**src/rtl/dbg_master.sv**
```systemverilog
// Debug-port master: queues host register commands and plays them one at a time
// onto the debug controller port (req/ack for REQ_ADDR writes, fixed-latency reads).
module dbg_master #(
  parameter int unsigned ADDR_WIDTH   = 2,
  parameter int unsigned DATA_WIDTH   = 32,
  parameter int unsigned CMD_DEPTH    = 4,
  parameter int unsigned READ_LATENCY = 2,
  parameter int unsigned REQ_ADDR     = 0,
  parameter int unsigned TIMEOUT      = 255
) (
  input  logic                  clk,
  input  logic                  rst,
  input  logic                  cmd_valid,
  output logic                  cmd_ready,
  input  logic                  cmd_rnw,
  input  logic [ADDR_WIDTH-1:0] cmd_addr,
  input  logic [DATA_WIDTH-1:0] cmd_wdata,
  output logic                  rsp_valid,
  input  logic                  rsp_ready,
  output logic [DATA_WIDTH-1:0] rsp_data,
  output logic                  err,
  input  logic                  err_clr,
  output logic                  busy,
  output logic [ADDR_WIDTH-1:0] addr,
  output logic [DATA_WIDTH-1:0] write_data,
  output logic                  wr_en,
  output logic                  req,
  input  logic [DATA_WIDTH-1:0] read_data,
  input  logic                  ack
);

  localparam int unsigned PTR_W = (CMD_DEPTH > 1) ? $clog2(CMD_DEPTH) : 1;
  localparam int unsigned CNT_W = $clog2(CMD_DEPTH + 1);
  localparam int unsigned TMO_W = (TIMEOUT == 0) ? 1 : $clog2(TIMEOUT + 1);
  localparam int unsigned LAT_W = $clog2(READ_LATENCY + 1);

  typedef struct packed {
    logic                  rnw;
    logic [ADDR_WIDTH-1:0] addr;
    logic [DATA_WIDTH-1:0] wdata;
  } cmd_t;

  typedef enum logic [1:0] {
    IDLE      = 2'd0,
    WRITE     = 2'd1,
    WAIT_ACK  = 2'd2,
    READ_WAIT = 2'd3
  } state_t;

  cmd_t             fifo_mem [CMD_DEPTH];
  logic [PTR_W-1:0] wr_ptr;
  logic [PTR_W-1:0] rd_ptr;
  logic [CNT_W-1:0] count;
  logic             full;
  logic             empty;
  logic             push;
  logic             pop;
  cmd_t             head;

  state_t                state;
  state_t                state_nxt;
  logic [ADDR_WIDTH-1:0] addr_nxt;
  logic [DATA_WIDTH-1:0] write_data_nxt;
  logic                  wr_en_nxt;
  logic                  req_nxt;
  logic                  rsp_valid_nxt;
  logic [DATA_WIDTH-1:0] rsp_data_nxt;
  logic                  err_nxt;
  logic                  set_err;
  logic [TMO_W-1:0]      tmo_cnt;
  logic [TMO_W-1:0]      tmo_cnt_nxt;
  logic [LAT_W-1:0]      lat_cnt;
  logic [LAT_W-1:0]      lat_cnt_nxt;

  assign full      = (count == CNT_W'(CMD_DEPTH));
  assign empty     = (count == '0);
  assign cmd_ready = !full;
  assign push      = cmd_valid && !full;
  assign head      = fifo_mem[rd_ptr];
  assign busy      = !empty || (state != IDLE);

  // Command storage; contents need no reset since count gates every read.
  always_ff @(posedge clk) begin
    if (push) begin
      fifo_mem[wr_ptr] <= '{rnw: cmd_rnw, addr: cmd_addr, wdata: cmd_wdata};
    end
  end

  always_ff @(posedge clk) begin
    if (rst) begin
      wr_ptr <= '0;
      rd_ptr <= '0;
      count  <= '0;
    end else begin
      if (push) wr_ptr <= wr_ptr + PTR_W'(1);
      if (pop)  rd_ptr <= rd_ptr + PTR_W'(1);
      case ({push, pop})
        2'b10:   count <= count + CNT_W'(1);
        2'b01:   count <= count - CNT_W'(1);
        default: count <= count;
      endcase
    end
  end

  always_ff @(posedge clk) begin
    if (rst) begin
      state      <= IDLE;
      addr       <= '0;
      write_data <= '0;
      wr_en      <= 1'b0;
      req        <= 1'b0;
      rsp_valid  <= 1'b0;
      rsp_data   <= '0;
      err        <= 1'b0;
      tmo_cnt    <= '0;
      lat_cnt    <= '0;
    end else begin
      state      <= state_nxt;
      addr       <= addr_nxt;
      write_data <= write_data_nxt;
      wr_en      <= wr_en_nxt;
      req        <= req_nxt;
      rsp_valid  <= rsp_valid_nxt;
      rsp_data   <= rsp_data_nxt;
      err        <= err_nxt;
      tmo_cnt    <= tmo_cnt_nxt;
      lat_cnt    <= lat_cnt_nxt;
    end
  end

  // Dispatch, handshake and read-capture sequencing.
  always_comb begin
    state_nxt      = state;
    addr_nxt       = addr;
    write_data_nxt = write_data;
    wr_en_nxt      = wr_en;
    req_nxt        = req;
    rsp_data_nxt   = rsp_data;
    tmo_cnt_nxt    = tmo_cnt;
    lat_cnt_nxt    = lat_cnt;
    set_err        = 1'b0;
    pop            = 1'b0;
    rsp_valid_nxt  = rsp_valid && !rsp_ready;

    case (state)
      IDLE: begin
        // A read needs the response slot free; ack low enforces the four-phase return.
        if (!empty && !ack && !(head.rnw && rsp_valid)) begin
          pop            = 1'b1;
          addr_nxt       = head.addr;
          write_data_nxt = head.wdata;
          wr_en_nxt      = !head.rnw;
          tmo_cnt_nxt    = '0;
          if (head.rnw) begin
            req_nxt     = 1'b0;
            lat_cnt_nxt = LAT_W'(READ_LATENCY);
            state_nxt   = READ_WAIT;
          end else if (head.addr == ADDR_WIDTH'(REQ_ADDR)) begin
            req_nxt   = 1'b1;
            state_nxt = WAIT_ACK;
          end else begin
            state_nxt = WRITE;
          end
        end
      end
      WRITE: begin
        wr_en_nxt = 1'b0;
        state_nxt = IDLE;
      end
      WAIT_ACK: begin
        if (ack) begin
          req_nxt   = 1'b0;
          wr_en_nxt = 1'b0;
          state_nxt = IDLE;
        end else if ((TIMEOUT != 0) && (tmo_cnt == TMO_W'(TIMEOUT - 1))) begin
          req_nxt   = 1'b0;
          wr_en_nxt = 1'b0;
          set_err   = 1'b1;
          state_nxt = IDLE;
        end else if (TIMEOUT != 0) begin
          tmo_cnt_nxt = tmo_cnt + TMO_W'(1);
        end
      end
      READ_WAIT: begin
        if (lat_cnt == '0) begin
          rsp_data_nxt  = read_data;
          rsp_valid_nxt = 1'b1;
          state_nxt     = IDLE;
        end else begin
          lat_cnt_nxt = lat_cnt - LAT_W'(1);
        end
      end
      default: state_nxt = IDLE;
    endcase

    // A timeout in the same cycle as err_clr leaves the flag set.
    err_nxt = set_err ? 1'b1 : (err_clr ? 1'b0 : err);
  end

endmodule

```
**config.mk**
```make
export PLATFORM = sky130hd
export DESIGN_NAME = dbg_master
export DESIGN_NICKNAME = d
export VERILOG_FILES = /design/src/rtl/dbg_master.sv
export SDC_FILE = /design/constraint.sdc
export NUM_CORES = 1
export LEC_CHECK = 0
export CAP_MARGIN = 20
export CORE_AREA = 3 3 110 191
export DETAILED_ROUTE_END_ITERATION = 8
export DIE_AREA = 0 0 113 194
export HOLD_SLACK_MARGIN = 0.03
export PLACE_DENSITY = 0.68
export SYNTH_ARGS = -nofsm -noshare
export SYNTH_HDL_FRONTEND = slang
export SYNTH_SLANG_ARGS = --single-unit
export TNS_END_PERCENT = 100
```
**constraint.sdc**
```tcl
create_clock -name clk -period 6.13 [get_ports clk]
set_input_delay 0.9195 -clock clk [delete_from_list [all_inputs] [get_ports clk]]
set_output_delay 0.9195 -clock clk [all_outputs]
set_load 0.1 [all_outputs]
```
# Word level (Yosys, flattened, before mapping)
# Memory sizes are Yosys's and may differ from the RTL's. A register that Yosys moved wholly into a read port is not among the register bits.
# Index checks and enable logic that the tools add are counted.
# totals
regBits	89
ramBits	140
inputBits	73
wordCells	101
mem_count	1
# classes
n_addsub	6
n_eq_ne	15
muxes	37
n_reduce_logical	29
# memory_table
memory	depth	width	read_ports	rd_ports_with_merged_regs	wr	line	source
fifo_mem	4	35	1	1	1	50	cmd_t fifo_mem [CMD_DEPTH];
# op_table
op	n
2-to-1 mux 8 bit	3
2-to-1 mux 2 bit	11
2-to-1 mux 1 bit	17
one-hot mux 8 bit (2 select lines)	1
!= test 2 bit (second input constant)	6
AND reduction 4 bit	3
nonzero test 2 bit	5
adder 8 x 1 -> 8 bit (second input constant)	1
equality test 8 bit (second input constant)	1
one-hot mux 2 bit (4 select lines)	1
equality test 2 bit (second input constant)	3
logical NOT 1 bit	6
logical NOT 2 bit	3
!= test 3 bit (second input constant)	2
one-hot mux 3 bit (2 select lines)	1
AND reduction 3 bit	2
logical AND 1 bit	5
adder 2 x 1 -> 2 bit (second input constant)	2
equality test 2 x 1 -> 1 bit (second input constant)	2
one-hot mux 2 bit (2 select lines)	1
AND reduction 2 bit	2
adder 3 x 1 -> 3 bit (second input constant)	1
equality test 3 bit (second input constant)	1
logical NOT 3 bit	1
6 further kinds	6

# Logic depth before layout (Yosys ltp)
# logic_depth
ltp_word	8
ltp_mapped	13
ltp_nobuf	11

# Worst setup path after synthesis
# Ideal clock, no wire load.
# synth_timing
kind	reg2reg
start	register count[0]
end	register count[2]
arrival_ns	2.959
required_ns	6.060
setup_slack_ns	3.101
path_stages_with_launch	11
period_less_slack_ns	3.029
cell_sequence	dfxtp_1 -> inv_1 -> nand3_1 -> and2_1 -> inv_1 -> ha_1 -> inv_1 -> fa_1 -> xor2_1 -> or3_1 -> a21oi_1
# synth_between
elab_cells_between_ends	15
cone_classes	add/sub (2); eq/ne (3); mux (3); reduce/logical (7)
# synth_lines
element	line	source
start, declared	53	logic [CNT_W-1:0] count;
start signal, assigned	98	2'b10: count <= count + CNT_W'(1);
start signal, assigned	99	2'b01: count <= count - CNT_W'(1);
start signal, assigned	100	default: count <= count;
equality test 3 bit *	75	assign full = (count == CNT_W'(CMD_DEPTH));
logical NOT 1 bit *	--	
named net cmd_ready	14	output logic cmd_ready,
logical AND 1 bit *	78	assign push = cmd_valid && !full;
equality test 2 x 1 -> 1 bit or equality test 2 bit (tied branches)	97	case ({push, pop})
one-hot mux 3 bit (2 select lines) or nonzero test 2 bit (tied branches)	--	
# The timed path passes the listed nets; every way through them passes the cells marked *.
# A chain may end at the register's enable or synchronous reset.

==> impl.org <==
** Setup path
- Top fanout value on the critical path :: 43
- Worst setup path class :: flop to flop
- Worst reg-to-reg path cell count :: 10
- In this run the worst setup path terminates at count[2].
- Across all register-to-register paths, the minimum setup slack is 2.27 ns.
- The worst register-to-register path ends at count[2].
- Kind of end point of the critical path :: flop
- For the worst setup path, the data required time is 6.55 ns.
- The worst setup path is launched from a flop.
- WP data arrival :: 4.28 ns

** Job
- The tool flagged a number of max-cap violations equal to 0.

** Clocking
- In this run the number of H-tree levels came out at 1.
- Number of setup buffers added after CTS :: 0
- Counting every sink on the clock net gives 231.
- Clock-pin slew of the registers on the worst-case setup and hold paths :: ~0.070 ns
- For this design, the CTS-stage hold fixing added 0 buffers.
- Resize count post-CTS :: 0
- In this run, CTS created clock tree buffers numbering 21.
- TritonCTS built the clock tree.
- The later pin in the worst-skew pair is clocked with a latency of 0.50 ns.
- In this run the clock root is driven by a sky130_fd_sc_hd__clkbuf_16.
- The clock passes through at most 3 buffers.

** Final layout
- Register cell area after layout :: 6030 um^2
- The top cell types in the final layout, fill and taps aside, are sky130_fd_sc_hd__clkdlybuf4s50_1, sky130_fd_sc_hd__nand2_1, sky130_fd_sc_hd__edfxtp_1.
- The area growth from synthesis to layout is 26.3%.
- Antenna Diode Count :: 0
- Share of cells above drive strength 1 :: 0.100
- The library cell used most frequently in the layout, excluding fill and tap cells, is sky130_fd_sc_hd__clkdlybuf4s50_1.
- Multi-input logic area :: 2480 um^2
- The filler cells instantiated in the layout total 1,627.
- The final layout contains 859 nets.

** Floorplanning
- Top-Level Pins :: 145
- X dimension of the die :: between 100 and 150 um
- Initial core utilization :: 0.442
- Total Die Area :: about 22,000 um^2
- The die is 194 um tall.
- The floorplan step defined a core boundary enclosing approximately 20,000 um^2.
- Number of cell rows :: 68

** Yosys
- After synthesis, the cell types taking the most area are sky130_fd_sc_hd__edfxtp_1, sky130_fd_sc_hd__dfxtp_1, sky130_fd_sc_hd__mux4_2, sky130_fd_sc_hd__nand2_1, sky130_fd_sc_hd__a21oi_1.
- Basic-gate share of the synthesized area counting and, or, nand and nor cells :: 0.0960
- Distinct cells, synth :: 45
- Of the total synthesized cell area, the portion taken by XOR and XNOR cells is 0.00301.
- Total number of yosys warnings :: 0
- In this run the mean area of a mapped cell was about 14 um^2.
- Post-synthesis sequential area ratio :: 0.691
- In the synthesized netlist the dominant register cell turns out to be sky130_fd_sc_hd__edfxtp_1.
- Multiplexer share of the synthesized area :: 0.0934
- Yosys mapped a number of flops with a built-in enable equal to 140.
- Post-Synth Adder-Cell Area :: 0.0181
- Post-synthesis cell area :: slightly below 9000 um^2
- Counting every instance in the synthesized netlist gives 640.
- Combinational family with the most area after synthesis :: simple AND/OR/NAND/NOR gates
- Number of nets in the synthesized netlist :: between 700 and 800
- FFs w/ async S/R, synth :: 0
- The share of synthesized area in the top cell type comes to 0.482.
- Largest area contributor in the synthesized netlist :: sky130_fd_sc_hd__edfxtp_1
- Fraction of the mapped netlist area in compound gates :: 0.0733
- After synthesis the netlist holds a flip-flop and latch count of 231.

** STA
- Timing would allow up to 259 MHz.
- Setup repair after global routing left no endpoint under its margin.
- The smallest clock period supported by the final layout is computed as 3.86 ns.
- Tightest slew margin relative to the limit :: 0.307
- The final number of hold-violating endpoints is 0.
- Dividing the final minimum period by the clock period gives 0.629.
- The max-slew violation count is 0.
- Setup violations remaining at the end of the flow were counted as 0.
- Clock skew on the completed layout was measured at about 0.012 ns.
- For the final routed database, the setup TNS stands at 0 ns.
- Worst-case setup margin in the final layout :: roughly 2.3 ns
- Slew of the pin with the lowest slew margin :: 1.04 ns

** GRT
- GRT Total Usage :: 0.169
- Met3 track utilization from global routing :: 0.0347
- Remaining global-route overflow :: 0
- Wire length of the first global-routing pass :: between 30,000 and 40,000 um
- Global-route met2 utilization :: 0.317
- Global route hottest layer :: met2
- The number of global-route vias before repair was 5,931.
- The number of antenna violations at the first check in global routing was 0.
- Met1 usage in global routing :: 0.190
- Entering global routing, the biggest net connects 90 pins.

** Detailed routing
- After detailed routing, the total wire length is 18,500 um.
- Total vias in the final route :: 5,516
- Antenna-violating nets left :: 0
- After detailed routing, the average wire length per cell comes to approximately 18 um.
- Number of iterations in the first detailed-routing pass :: 4
- DRC violation count after routing :: 0
- Initial DRC Count :: approximately 310
- After detailed routing, the number of vias per cell comes to 5.33.

** Power and ir drop
- In this run the power density over the cells is roughly 420 nW/um^2.
- Maximum vdd ir drop :: 0.000219 V
- Post-route total power :: 4.62 mW
- Leak Pwr :: 3.60 nW

** Placement
- At the placement stage, the worst setup path has a slack of approximately 2.1 ns.
- Routability-driven placement finished with a final weighted congestion of 0.762.
- The count of buffers added on input and output ports is approximately 140.
- HPWL Detailed :: 11,800 um

** Worst hold path
- Min-Delay Path Class :: flop to flop

** Outcome
- The flow ran to the end, and the final reports show no timing, DRC or antenna violations.
-- synthesized netlist by cell type, drive strengths merged, types with 3 or more instances --
cell type / n
nand3: 9
mux4: 35
and3: 7
dfxtp: 91
o21ai: 10
nand4: 5
a211o: 4
nor2b: 6
or3: 5
ha: 11
nor4: 3
clkbuf: 23
nor2: 8
o211a: 3
nand2: 142
o31ai: 3
edfxtp: 140
a21oi: 80
buf: 13
inv: 14
-- cell type report --
type                            count  area share
Tap cell                          245      0.0278
Sequential cell                   231       0.547
Clock inverter                     13     0.00932
Multi-Input combinational cell    358       0.226
Timing Repair Buffer              147       0.135
Clock buffer                       25      0.0500
Inverter                           15     0.00511
-- power breakdown --
part	switching, mW	internal, mW	leakage, nW	total (mW)
Combinational	1.03	0.428	1.25	1.45
Sequential	0.0909	1.84	2.02	1.93
Clock	0.547	0.690	0.319	1.24
-- cell families (layout without fill, tap and decap cells) --
| logic type | after synthesis | count (layout) |
|---|---|---|
| compound gates | 112 | 112 |
| xor+xnor | 3 | 3 |
| fa+ha+maj | 12 | 12 |
| buf+inv | 51 | 200 |
| flops | 231 | 231 |
| mux | 37 | 37 |
| simple gates | 194 | 194 |
-- how the worst min path moves through the flow --
stage,slack [ns],cells past startpoint,end,startpoint
2_1_floorplan,0.44,1,tmo_cnt[7],tmo_cnt[7]
4_1_cts,0.46,2,rsp_data[13],rsp_data[13]
5_1_grt,0.47,2,rsp_data[24],rsp_data[24]
3_3_place_gp,0.44,2,rsp_data[10],rsp_data[10]
6_report,0.46,2,rsp_data[5],rsp_data[5]
3_5_place_dp,0.45,2,rsp_data[13],rsp_data[13]
-- per-layer routing --
metal  vias to the layer above  part of all wire
met3                        23             0.065
li1                       2620                 -
met5                         -                 0
met2                       181              0.55
met4                         0             0.015
met1                      2692              0.37
-- sequential cells by signal, summed over array words and instances, names as in the netlist, 3 cells and up, named ones only --
| name | cells |
|---|---|
| count | 3 |
| fifo_mem | 140 |
| rsp_data | 32 |
| tmo_cnt | 8 |
| write_data | 32 |
-- per-stage QoR --
step | hold WS, ns | std cells | cell area [um^2] | util
final | 0.458 | 1034 | 11000 | 0.558
after global routing | 0.472 | 1034 | 11000 | 0.558
after CTS | 0.458 | 1033 | 11000 | 0.556
after floorplan | 0.435 | 640 | 8720 | -
after global placement | 0.444 | 995 | 10300 | 0.523
after detailed placement | 0.449 | 995 | 10300 | 0.523
-- critical path, stage by stage, from the launching register on --
cell,delay (ns)
sky130_fd_sc_hd__dfxtp_2,0.98
sky130_fd_sc_hd__mux2_1,0.42
sky130_fd_sc_hd__nand3_1,0.10
sky130_fd_sc_hd__nand3_2,0.74
sky130_fd_sc_hd__clkinv_1,0.24
sky130_fd_sc_hd__ha_1,0.22
sky130_fd_sc_hd__inv_1,0.06
sky130_fd_sc_hd__fa_1,0.37
sky130_fd_sc_hd__xor2_1,0.16
sky130_fd_sc_hd__or3_1,0.32
sky130_fd_sc_hd__a21oi_1,0.16
Power figures use the tool's default switching activity.
